--- src/rtl/enc_823_ser_pkg.sv ---
// Shared constants and types for the 8-bit multi-hot to 3-bit index serializer.
// Holds the vector/index widths and the two-state FSM encoding.
package enc_823_ser_pkg;

  localparam int VEC_W = 8;
  localparam int IDX_W = 3;

  typedef enum logic {
    ST_IDLE = 1'b0,
    ST_EMIT = 1'b1
  } state_e;

  // One output beat as seen on the Out_* bus.
  typedef struct packed {
    logic [IDX_W-1:0] es;
    logic             last;
    logic             zero;
  } beat_t;

  // Drops the lowest set bit; used to retire a beat from the pending vector.
  function automatic logic [VEC_W-1:0] clr_lowest(input logic [VEC_W-1:0] v);
    return v & (v - VEC_W'(1));
  endfunction

endpackage

--- src/rtl/penc_8to3_lsb.sv ---
// Combinational priority encoder: index of the lowest set bit of an 8-bit vector.
// any_o flags a non-zero input; idx_o is 0 when the input is all-zero.
module penc_8to3_lsb
  import enc_823_ser_pkg::*;
(
  input  logic [VEC_W-1:0] vec_i,
  output logic [IDX_W-1:0] idx_o,
  output logic             any_o
);

  // Scanning from MSB down lets the lowest set bit win the last assignment.
  always_comb begin
    idx_o = '0;
    for (int i = VEC_W - 1; i >= 0; i--) begin
      if (vec_i[i]) begin
        idx_o = IDX_W'(i);
      end
    end
  end

  assign any_o = |vec_i;

endmodule

--- src/rtl/enc_823_ser.sv ---
// Serializes an accepted multi-hot vector into one index beat per set bit, LSB first.
// Handshake: a transfer happens on a rising edge where valid and ready are both high.
module enc_823_ser
  import enc_823_ser_pkg::*;
(
  input  logic             clk,
  input  logic             rst,
  input  logic             In_vld,
  output logic             In_rdy,
  input  logic [VEC_W-1:0] In_es,
  output logic             Out_vld,
  input  logic             Out_rdy,
  output logic [IDX_W-1:0] Out_es,
  output logic             Out_last,
  output logic             Out_zero
);

  state_e           state_q, state_d;
  logic [VEC_W-1:0] pending_q, pending_d;
  logic             zero_q, zero_d;

  logic [IDX_W-1:0] low_idx;
  logic             pend_any;
  logic             pend_single;
  logic             emit;
  logic             in_hs;
  logic             out_hs;

  penc_8to3_lsb u_penc (
    .vec_i (pending_q),
    .idx_o (low_idx),
    .any_o (pend_any)
  );

  assign emit        = (state_q == ST_EMIT);
  assign pend_single = pend_any && ((pending_q & (pending_q - VEC_W'(1))) == '0);

  // Outputs decode only registered state, so they hold while the sink stalls.
  assign Out_vld  = emit;
  assign Out_zero = emit & zero_q;
  assign Out_last = emit & (zero_q | pend_single);
  assign Out_es   = (emit && !zero_q) ? low_idx : '0;

  // The final beat leaving this cycle frees the slot for a back-to-back vector.
  assign In_rdy = !emit || (Out_last && Out_rdy);

  assign in_hs  = In_vld & In_rdy;
  assign out_hs = Out_vld & Out_rdy;

  always_comb begin
    state_d   = state_q;
    pending_d = pending_q;
    zero_d    = zero_q;
    if (out_hs) begin
      if (Out_last) begin
        state_d   = ST_IDLE;
        pending_d = '0;
        zero_d    = 1'b0;
      end else begin
        pending_d = clr_lowest(pending_q);
      end
    end
    if (in_hs) begin
      state_d   = ST_EMIT;
      pending_d = In_es;
      zero_d    = (In_es == '0);
    end
  end

  always_ff @(posedge clk or posedge rst) begin
    if (rst) begin
      state_q   <= ST_IDLE;
      pending_q <= '0;
      zero_q    <= 1'b0;
    end else begin
      state_q   <= state_d;
      pending_q <= pending_d;
      zero_q    <= zero_d;
    end
  end

endmodule

--- config.mk ---
export PLATFORM = sky130hd
export DESIGN_NAME = enc_823_ser
export DESIGN_NICKNAME = d
export VERILOG_FILES = /design/src/rtl/enc_823_ser_pkg.sv /design/src/rtl/penc_8to3_lsb.sv /design/src/rtl/enc_823_ser.sv
export SDC_FILE = /design/constraint.sdc
export NUM_CORES = 1
export LEC_CHECK = 0
export ABC_AREA = 1
export ABC_CLOCK_PERIOD_IN_PS = 2700
export BUFFER_PORTS_ARGS = -buffer_cell sky130_fd_sc_hd__buf_4
export CAP_MARGIN = 20
export CORE_MARGIN = 2
export CORE_UTILIZATION = 35
export DETAILED_ROUTE_END_ITERATION = 10
export PLACE_DENSITY = 0.67
export SYNTH_ARGS = -nofsm -noshare
export SYNTH_HDL_FRONTEND = slang
export SYNTH_SLANG_ARGS = --single-unit
--- constraint.sdc ---
create_clock -name clk -period 2.7 [get_ports clk]
set_clock_uncertainty 0.05 [all_clocks]
set_input_delay 0.54 -clock clk [delete_from_list [all_inputs] [get_ports clk]]
set_output_delay 0.54 -clock clk [all_outputs]
set_load 0.01 [all_outputs]
Word-level counts from Yosys, hierarchy flattened
Cells that the tools add are included.
{"block": "classes", "n_bitwise": 6, "n_reduce_logical": 12, "n_mux": 16, "n_addsub": 1}
{"cell": "3-bit 2-to-1 mux", "n": 9}
{"cell": "8-bit 2-to-1 mux", "n": 3}
{"cell": "8-bit logical NOT", "n": 2}
{"cell": "8-bit AND", "n": 1}
{"cell": "8-bit OR reduction", "n": 1}
{"cell": "8-bit by 1-bit subtractor with 8-bit output (second input constant)", "n": 1}
{"cell": "1-bit AND", "n": 4}
{"cell": "1-bit 2-to-1 mux", "n": 4}
{"cell": "2-bit nonzero test", "n": 2}
{"cell": "1-bit logical AND", "n": 3}
{"cell": "1-bit logical NOT", "n": 2}
{"cell": "2-bit AND reduction", "n": 1}
{"cell": "1-bit logical OR", "n": 1}
{"cell": "1-bit OR", "n": 1}
{"block": "totals", "inputBits": 12, "out_inout_bits": 7, "register_bits": 10, "elab_cells": 38}

Logic depth before layout (Yosys ltp)
Gate-level depths: netlist of run 1.
{"block": "depth", "word_depth": 11, "mapped_depth": 13, "ltp_nobuf": 13}

Hierarchy
Synthesis of run 1 repeated with hierarchy kept, for this count alone.
{"block": "unflattened", "cells_unflattened": 140, "area_unflattened_um2": 863.3}
{"mod": "enc_823_ser", "area_each_um2": 764.5, "instances": 1, "cells_per_inst": 118, "seq_area_each_um2": 250.2}
{"mod": "penc_8to3_lsb", "area_each_um2": 98.8, "instances": 1, "cells_per_inst": 22, "seq_area_each_um2": 0.0}

Worst setup path before layout of run 1
OpenSTA, ideal clock, no wires.
{"block": "synth_path", "path_type": "register to output", "startpoint": "reg pending_q[0]", "endpoint": "out In_rdy", "t_arrival_ns": 1.266, "stages_incl_launch_ff": 10, "path_slack_ns": 0.844, "t_required_ns": 2.110, "n_path_buf": 0, "path_cell_list": "dfrtp_1 > nor2_4 > nand2_2 > o21ai_2 > nand2_1 > nor2_2 > nand2_2 > nand2_4 > nand2_1 > inv_1"}
{"block": "synth_via", "elab_chain_cells": 8, "word_cells_on_any_way": 9, "classes_between": "add/sub: 1; bitwise: 3; reduce/logical: 5"}
{"element": "start: declaration", "line": "enc_823_ser.sv:19", "text": "logic [VEC_W-1:0] pending_q, pending_d;"}
{"element": "start signal: assignment", "line": "enc_823_ser.sv:77", "text": "pending_q <= pending_d;"}
{"element": "8-bit by 1-bit subtractor with 8-bit output", "line": "enc_823_ser.sv:36", "text": "assign pend_single = pend_any && ((pending_q & (pending_q - VEC_W'(1))) == '0);"}
{"element": "8-bit AND", "line": "enc_823_ser.sv:36"}
{"element": "8-bit logical NOT", "line": "enc_823_ser.sv:36"}
{"element": "1-bit logical AND *", "line": "enc_823_ser.sv:36"}
{"element": "1-bit OR *", "line": "enc_823_ser.sv:41", "text": "assign Out_last = emit & (zero_q | pend_single);"}
{"element": "1-bit AND *", "line": "enc_823_ser.sv:41"}
{"element": "1-bit logical AND *", "line": "enc_823_ser.sv:45", "text": "assign In_rdy = !emit || (Out_last && Out_rdy);"}
{"element": "1-bit logical OR *", "line": "enc_823_ser.sv:45"}
{"element": "end: declaration", "line": "enc_823_ser.sv:9", "text": "output logic In_rdy,"}
Mark *: on every way between the ends. The rest lies on a longest branch, timed or not.

Worst setup path after layout of run 1
Ends and elaborated chain as after synthesis.

==> results of run 1 <==
==> cells by family after synthesis <==
family | after synthesis | share of synthesized area, %
flip-flops | 10 | 31.30
buffers and inverters | 16 | 7.825
AND/OR/NAND/NOR | 91 | 52.89
AO/OA/AOI/OAI | 9 | 7.982
==> routing by layer <==
metal  wire length, um  global-route usage [%]  vias up  part of all wire [%]
met1               919                   23.10      376                    50
met2               839                   24.36       13                    45
li1                  -                       -      445                     -
met3                81                   3.448        2                   4.4
met4                12                   5.263        0                  0.65
met5                 0                       0        -                     0
==> power by group <==
part           switching, W  total [W]  internal [W]
Combinational     0.0000154  0.0000271     0.0000117
Clock             0.0000503   0.000132     0.0000819
Sequential                0   0.000150      0.000150
==> cells in the mapped netlist, drive strengths merged <==
cell	count	area, um^2
dfrtp	10	250.2
nor2	15	68.81
a211oi	1	7.510
nand2	57	231.5
buf	2	10.01
nand4	8	50.05
a21boi	1	7.510
a21oi	2	10.01
inv	14	52.55
nor4	2	12.51
nor3	2	10.01
o21ai	4	31.28
or2	2	12.51
nand3	5	37.54
o21bai	1	7.510
==> worst max path at each step <==
stage / end / depth (start not counted) / from / slack [ns]
after floorplan: In_rdy / 9 / pending_q[0]$_DFFE_PP0P_ / 0.84
after global placement: In_rdy / 10 / pending_q[0]$_DFFE_PP0P_ / 0.61
after detailed placement: In_rdy / 10 / pending_q[0]$_DFFE_PP0P_ / 0.58
after CTS: In_rdy / 10 / pending_q[0]$_DFFE_PP0P_ / 0.28
after global routing: In_rdy / 10 / pending_q[0]$_DFFE_PP0P_ / 0.11
final: In_rdy / 10 / pending_q[0]$_DFFE_PP0P_ / 0.28
==> sequential cells by signal, indices dropped and copies added (netlist names) <==
name and count:
pending_q 8, Out_vld 1, zero_q 1
==> cell type report <==
cell class / count / area, um^2 / share of cell area [%]
clock buffers: 4 / 36.28 / 3.643
repair buffers: 18 / 135.1 / 13.57
multi-input cells: 100 / 486.7 / 48.87
inverters: 14 / 52.55 / 5.276
flip-flops and latches: 10 / 250.2 / 25.13
well taps: 28 / 35.03 / 3.518
==> metrics by stage <==
stage	hold slack (ns)	instances	cell area, um^2	util, %	setup WS (ns)
final	0.2012	174	996.0	45.46	0.2804
after global routing	0.2183	174	996.0	45.46	0.1053
after CTS	0.2111	174	996.0	45.46	0.2763
after detailed placement	0.4876	170	959.7	43.80	0.5785
after global placement	0.4817	170	959.7	43.80	0.6111
after floorplan	0.3302	126	799.5	-	0.8440
==> critical path, cell delays in order, from the launching register on <==
cell and delay (ns):
dfrtp_1 0.45, nor2_4 0.18, nand2_2 0.08, o21ai_2 0.18, nand2_1 0.08, nor2_2 0.12
nand2_2 0.07, nand2_4 0.12, nand2_1 0.06, inv_1 0.10, buf_4 0.13
==> impl_metrics.tcl, run 1 <==
set metrics [dict create \
    dp_hpwl_um 1507 \
    grt_pass1_vias 751 \
    htree_levels 1 \
    synthDistinctLibCells 22 \
    synthCells 126 \
    slew_headroom_pct 72.51 \
    via_count 836 \
    postCtsHoldBufs 0 \
    row_count 17 \
    syn_area_per_cell_um2 6.345 \
    wl_um 1852 \
    cts_buffer_depth 2 \
    cts_root_buf "clkbuf_4" \
    syn-num-nets 138 \
    antenna_found_initial 0 \
    ctsResizeCount 0 \
    hold_path_class "in -> async" \
    clk_pin_slew_ns 0.06 \
    grt_max_degree 11 \
    track_usage_pct 16.22 \
    yosys_warnings 0 \
    p_leak_nw 0.5835 \
    syn_to_final_growth_pct 24.57 \
    initialDrtViolationCount 14 \
    syn_area_um2 799.5 \
    port_buffers 18 \
    postRouteAntennaNets 0 \
    ys_seq_area_share_pct 31.30 \
    reg2reg_depth 12 \
    hold_viol_final 0 \
    place.gp.congestion 0.7860 \
    fin_tns_setup_ns 0 \
    fillCellCount 237 \
    period_needed_ns 2.420 \
    mostFrequentLayoutCell "nand2_1" \
    cts_made_buffers 3 \
    timing.rr.start "pending_q[0]$_DFFE_PP0P_" \
    power_w 0.0003090 \
    timing.rr.end "pending_q[5]$_DFFE_PP0P_" \
    max_freq_mhz 413.3 \
    overflow 0 \
    dieArea_um2 2683 \
    finalNetCount 159 \
    vdd_ir_drop_max_uv 242.0 \
    clk_latency_ns 0.26 \
    placeableCoreArea_um2 2191 \
    die_h_um 51.80 \
    crit_fanout 9 \
    setup_violations 0 \
    rsz0062_at_grt "no" \
    drc_errors 0 \
    via_per_inst 4.805 \
    final_cell_mix "nand2_1, buf_4, inv_1" \
    n_antenna_cell 0 \
    post_cts_buffers 0 \
    cp-start-kind "register" \
    slew_violations 0 \
    grt_pass1_wl_um 3222 \
    cts_num_sinks 10 \
    end_kind "primary output" \
    synth_seq_cells 10 \
    status "completed" \
    drv_cap 0 \
    powerDensity_nw_per_um2 310.3 \
    first_pass_iters 4 \
    start_util_pct 36.49 \
    cp.required_ns 2.11 \
    fin_crit_sh_pct 89.61 \
    die_w_um 51.80 \
    drive_gt1_share_pct 23.97 \
    wl_per_cell_um 10.64 \
    ff2ff_setup_slack_ns 0.87 \
    tightest_slew_ns 0.4124 \
    arrival_ns 1.83 \
    path_class "reg -> out" \
    cts_tree "built" \
    ioPinCount 19 \
]
No activity file was read; power rests on OpenSTA's default activity.
==> run 2, diff against run 1 <==
CTS_BUF_LIST = sky130_fd_sc_hd__clkbuf_8   (was not set)
PLACE_DENSITY = not set   (was 0.67)
==> impl_metrics.tcl, run 2 (same netlist as run 1, synthesis figures left out) <==
set metrics [dict create \
    status "completed" \
    ff2ff_setup_slack_ns 0.91 \
    hold_ws_ns 0.2326 \
    place.gp.congestion 0.7697 \
    die_h_um 51.80 \
    tightest_slew_ns 0.3910 \
    fillCellCount 226 \
    crit_fanout 9 \
    arrival_ns 1.75 \
    crit_path_end "In_rdy" \
    path_class "reg -> out" \
    vdd_ir_drop_max_uv 524.4 \
    cts_tree "built" \
    cts_num_sinks 10 \
    wl_per_cell_um 10.72 \
    drv_cap 0 \
    placeableCoreArea_um2 2191 \
    hold_path_class "in -> async" \
    cts_made_buffers 3 \
    syn_to_final_growth_pct 26.92 \
    hold_viol_final 0 \
    end_kind "primary output" \
    cp.required_ns 2.11 \
    setup_violations 0 \
    largest_reg_flops 8 \
    period_needed_ns 2.337 \
    drive_gt1_share_pct 23.97 \
    slew_violations 0 \
    antenna_found_initial 0 \
    final_cell_mix "nand2_1, buf_4, inv_1" \
    crit_start "pending_q[0]$_DFFE_PP0P_" \
    row_count 17 \
    rsz0062_at_grt "no" \
    n_antenna_cell 0 \
    port_buffers 18 \
    htree_levels 1 \
    final_area_um2 1015 \
    crit_buf_inv 2 \
    dieArea_um2 2683 \
    ioPinCount 19 \
    regMostFlops "pending_q" \
    wl_um 1865 \
    initialDrtViolationCount 12 \
    grt_pass1_wl_um 3111 \
    p_leak_nw 0.5913 \
    max_freq_mhz 427.8 \
    clk_pin_slew_ns 0.05 \
    start_util_pct 36.49 \
    timing.rr.end "pending_q[6]$_DFFE_PP0P_" \
    fin_crit_sh_pct 86.57 \
    die_w_um 51.80 \
    slew_headroom_pct 73.93 \
    ctsResizeCount 0 \
    max_stage_delay_ns 0.44 \
    track_usage_pct 15.48 \
    via_per_inst 4.753 \
    postPlaceCellArea_um2 959.7 \
    crit_slowest_cell "dfrtp_1" \
    powerDensity_nw_per_um2 355.0 \
    cp.depth 10 \
    cp_top_family "simple AND/OR/NAND/NOR gates" \
    postRouteAntennaNets 0 \
    post_cts_buffers 0 \
    finalNetCount 159 \
    timing.rr.start "pending_q[0]$_DFFE_PP0P_" \
    grt_max_degree 11 \
    dp_hpwl_um 1509 \
    cp-start-kind "register" \
    reg2reg_depth 12 \
    via_count 827 \
    grt_pass1_vias 758 \
    cts_root_buf "clkbuf_8" \
    drc_errors 0 \
    postCtsHoldBufs 0 \
    mostFrequentLayoutCell "nand2_1" \
    crit_chain "nor2_4 > nand2_2 > o21ai_2 > nand2_1 > nor2_2 > nand2_2 > nand2_4 > nand2_1 > inv_1 > buf_4" \
    first_pass_iters 4 \
    cts_buffer_depth 2 \
    overflow 0 \
    fin_tns_setup_ns 0 \
    clk_latency_ns 0.23 \
]
## run 2: cell counts in the layout (fill, tap and decap cells not counted)
Identical to the previous run, type by type.
## run 2: stage by stage
stage	cells	util (%)	total power (W)	setup slack, ns
floorplan	126	-	0.0001645	0.8440
global placement	170	43.80	0.0001795	0.6347
detailed placement	170	43.80	0.0001795	0.6135
CTS	174	46.32	0.0003665	0.3558
global route	174	46.32	0.0003791	0.1738
finish	174	46.32	0.0003603	0.3626
## run 2: metal layers
metal,share of wire (%),track usage (%)
met1,49,20.72
met2,47,25.21
met3,3.1,2.586
met4,1.3,5.263
met5,0,0
## run 2: worst min path at each step
stage / slack [ns] / endpoint / from
final: 0.23 / pending_q[3]$_DFFE_PP0P_ / rst
after global routing: 0.27 / pending_q[7]$_DFFE_PP0P_ / rst
after CTS: 0.24 / pending_q[7]$_DFFE_PP0P_ / rst
after detailed placement: 0.48 / pending_q[4]$_DFFE_PP0P_ / pending_q[4]$_DFFE_PP0P_
after global placement: 0.48 / pending_q[3]$_DFFE_PP0P_ / rst
after floorplan: 0.33 / Out_vld$_DFFE_PP0P_ / rst
## run 2: area by class of cell
type	instances	area, um^2	share of cell area, %
multi-input combinational	100	486.7	47.97
sequential	10	250.2	24.66
timing repair buffer	18	135.1	13.32
clock buffer	4	55.05	5.425
inverter	14	52.55	5.179
tap	28	35.03	3.453
## run 2: power breakdown
part | switching, W | internal, W | leakage (nW)
Clock | 0.0000551 | 0.000128 | 0.0288
Sequential | 0 | 0.000150 | 0.135
Combinational | 0.0000152 | 0.0000117 | 0.428
==> run 3, diff against run 2 <==
GPL_TIMING_DRIVEN = 0   (was not set)
RECOVER_POWER = 50   (was not set)
==> impl_metrics.tcl, run 3 (same netlist as run 1, synthesis figures left out) <==
set metrics [dict create \
    status "completed" \
    placeableCoreArea_um2 2191 \
    place.gp.congestion 0.7750 \
    dp_hpwl_um 1547 \
    intPower_w 0.0002900 \
    drive_gt1_share_pct 23.13 \
    clockPowerShare_pct 51.0 \
    finalNetCount 160 \
    arrival_ns 1.76 \
    start_util_pct 36.49 \
    grt_pass1_vias 726 \
    cts_made_buffers 3 \
    sw_frac_of_total_pct 19.74 \
    track_usage_pct 15.87 \
    ff2ff_setup_slack_ns 0.88 \
    overflow 0 \
    net-switching-power_w 0.00007134 \
    clk_latency_ns 0.23 \
    rsz0062_at_grt "no" \
    cp.required_ns 2.11 \
    slew_violations 0 \
    crit_chain "nor2_4 > nand2_2 > o21ai_2 > nand2_1 > nor2_2 > nand2_2 > nand2_4 > nand2_1 > inv_1 > buf_4" \
    via_count 854 \
    final_cells 175 \
    slew_headroom_pct 74.66 \
    cts_root_buf "clkbuf_8" \
    ctsResizeCount 0 \
    initialDrtViolationCount 22 \
    postRouteAntennaNets 0 \
    final_cell_mix "nand2_1, buf_4, inv_1" \
    drv_cap 0 \
    clk_pin_slew_ns 0.05 \
    seqPwrFrac_pct 41.6 \
    die_h_um 51.80 \
    fin_tns_setup_ns 0 \
    cts_buffer_depth 2 \
    n_antenna_cell 0 \
    mostFrequentLayoutCell "nand2_1" \
    postCtsHoldBufs 0 \
    postPlaceCellArea_um2 962.2 \
    largest_reg_flops 8 \
    syn_to_final_growth_pct 26.29 \
    post_cts_buffers 0 \
    htree_levels 1 \
    setup_violations 0 \
    dpl.cell_count 171 \
    grt_pass1_wl_um 3118 \
    period_needed_ns 2.353 \
    crit_slowest_cell "dfrtp_1" \
    cp_top_family "simple AND/OR/NAND/NOR gates" \
    final_area_um2 1010 \
    ioPinCount 19 \
    powerDensity_nw_per_um2 357.8 \
    max_freq_mhz 424.9 \
    grt_max_degree 11 \
    cts_tree "built" \
    wl_um 1900 \
    dieArea_um2 2683 \
    crit_buf_inv 2 \
    reg2reg_depth 12 \
    pwr-share-comb_pct 7.4 \
    antenna_found_initial 0 \
    timing.rr.start "pending_q[0]$_DFFE_PP0P_" \
    row_count 17 \
    max_stage_delay_ns 0.44 \
    die_w_um 51.80 \
    cp-start-kind "register" \
    port_buffers 17 \
    cts_num_sinks 10 \
    wl_per_cell_um 10.86 \
    hold_path_class "in -> async" \
    vdd_ir_drop_max_uv 285.7 \
    hold_viol_final 0 \
    crit_fanout 9 \
    p_leak_nw 0.5869 \
    path_class "reg -> out" \
    tightest_slew_ns 0.3800 \
    first_pass_iters 4 \
    via_per_inst 4.880 \
    power_w 0.0003613 \
    timing.rr.end "pending_q[6]$_DFFE_PP0P_" \
    regMostFlops "pending_q" \
    drc_errors 0 \
    end_kind "primary output" \
    fin_crit_sh_pct 87.16 \
]
## run 3: cell count changes in the layout (fill, tap and decap cells not counted), sizes merged
cell,before,now
buf,18,16
clkbuf,4,7
## run 3: per-stage QoR
stage / hold slack (ns) / utilization [%] / setup WS (ns)
after floorplan: 0.3302 / - / 0.8440
after global placement: 0.4713 / 43.92 / 0.6110
after detailed placement: 0.4710 / 43.92 / 0.6058
after CTS: 0.2376 / 46.43 / 0.3335
after global routing: 0.2613 / 46.09 / 0.2047
final: 0.2314 / 46.09 / 0.3466
## run 3: area by class of cell
type,instances,area [um^2]
repair buffers,17,120.1
flip-flops and latches,10,250.2
plain buffers,2,10.01
well taps,28,35.03
fillers,237,1181
multi-input cells,100,486.7
clock buffers,4,55.05
inverters,14,52.55
## run 3: worst max path at each step
stage                   to                      from  cells after the start  slack (ns)
floorplan           In_rdy  pending_q[0]$_DFFE_PP0P_                      9        0.84
global placement    In_rdy  pending_q[0]$_DFFE_PP0P_                     10        0.61
detailed placement  In_rdy  pending_q[0]$_DFFE_PP0P_                     10        0.61
CTS                 In_rdy  pending_q[0]$_DFFE_PP0P_                     10        0.33
global route        In_rdy  pending_q[0]$_DFFE_PP0P_                     10        0.20
finish              In_rdy  pending_q[0]$_DFFE_PP0P_                     10        0.35
## run 3: routing by layer
layer  part of all wire [%]  track usage (%)  vias to the layer above
met3                    3.6            1.724                        5
li1                       -                -                      445
met1                     49            21.47                      386
met2                     45            23.72                       18
met5                      0                0                        -
met4                    2.4            10.53                        0
## run 3: power groups by stage
stage	sequential [W]	clock, W	combinational [W]
floorplan	0.000153	0	0.0000119
global placement	0.000153	0	0.0000266
detailed placement	0.000153	0	0.0000271
CTS	0.000150	0.000188	0.0000273
global route	0.000150	0.000200	0.0000300
finish	0.000150	0.000184	0.0000269
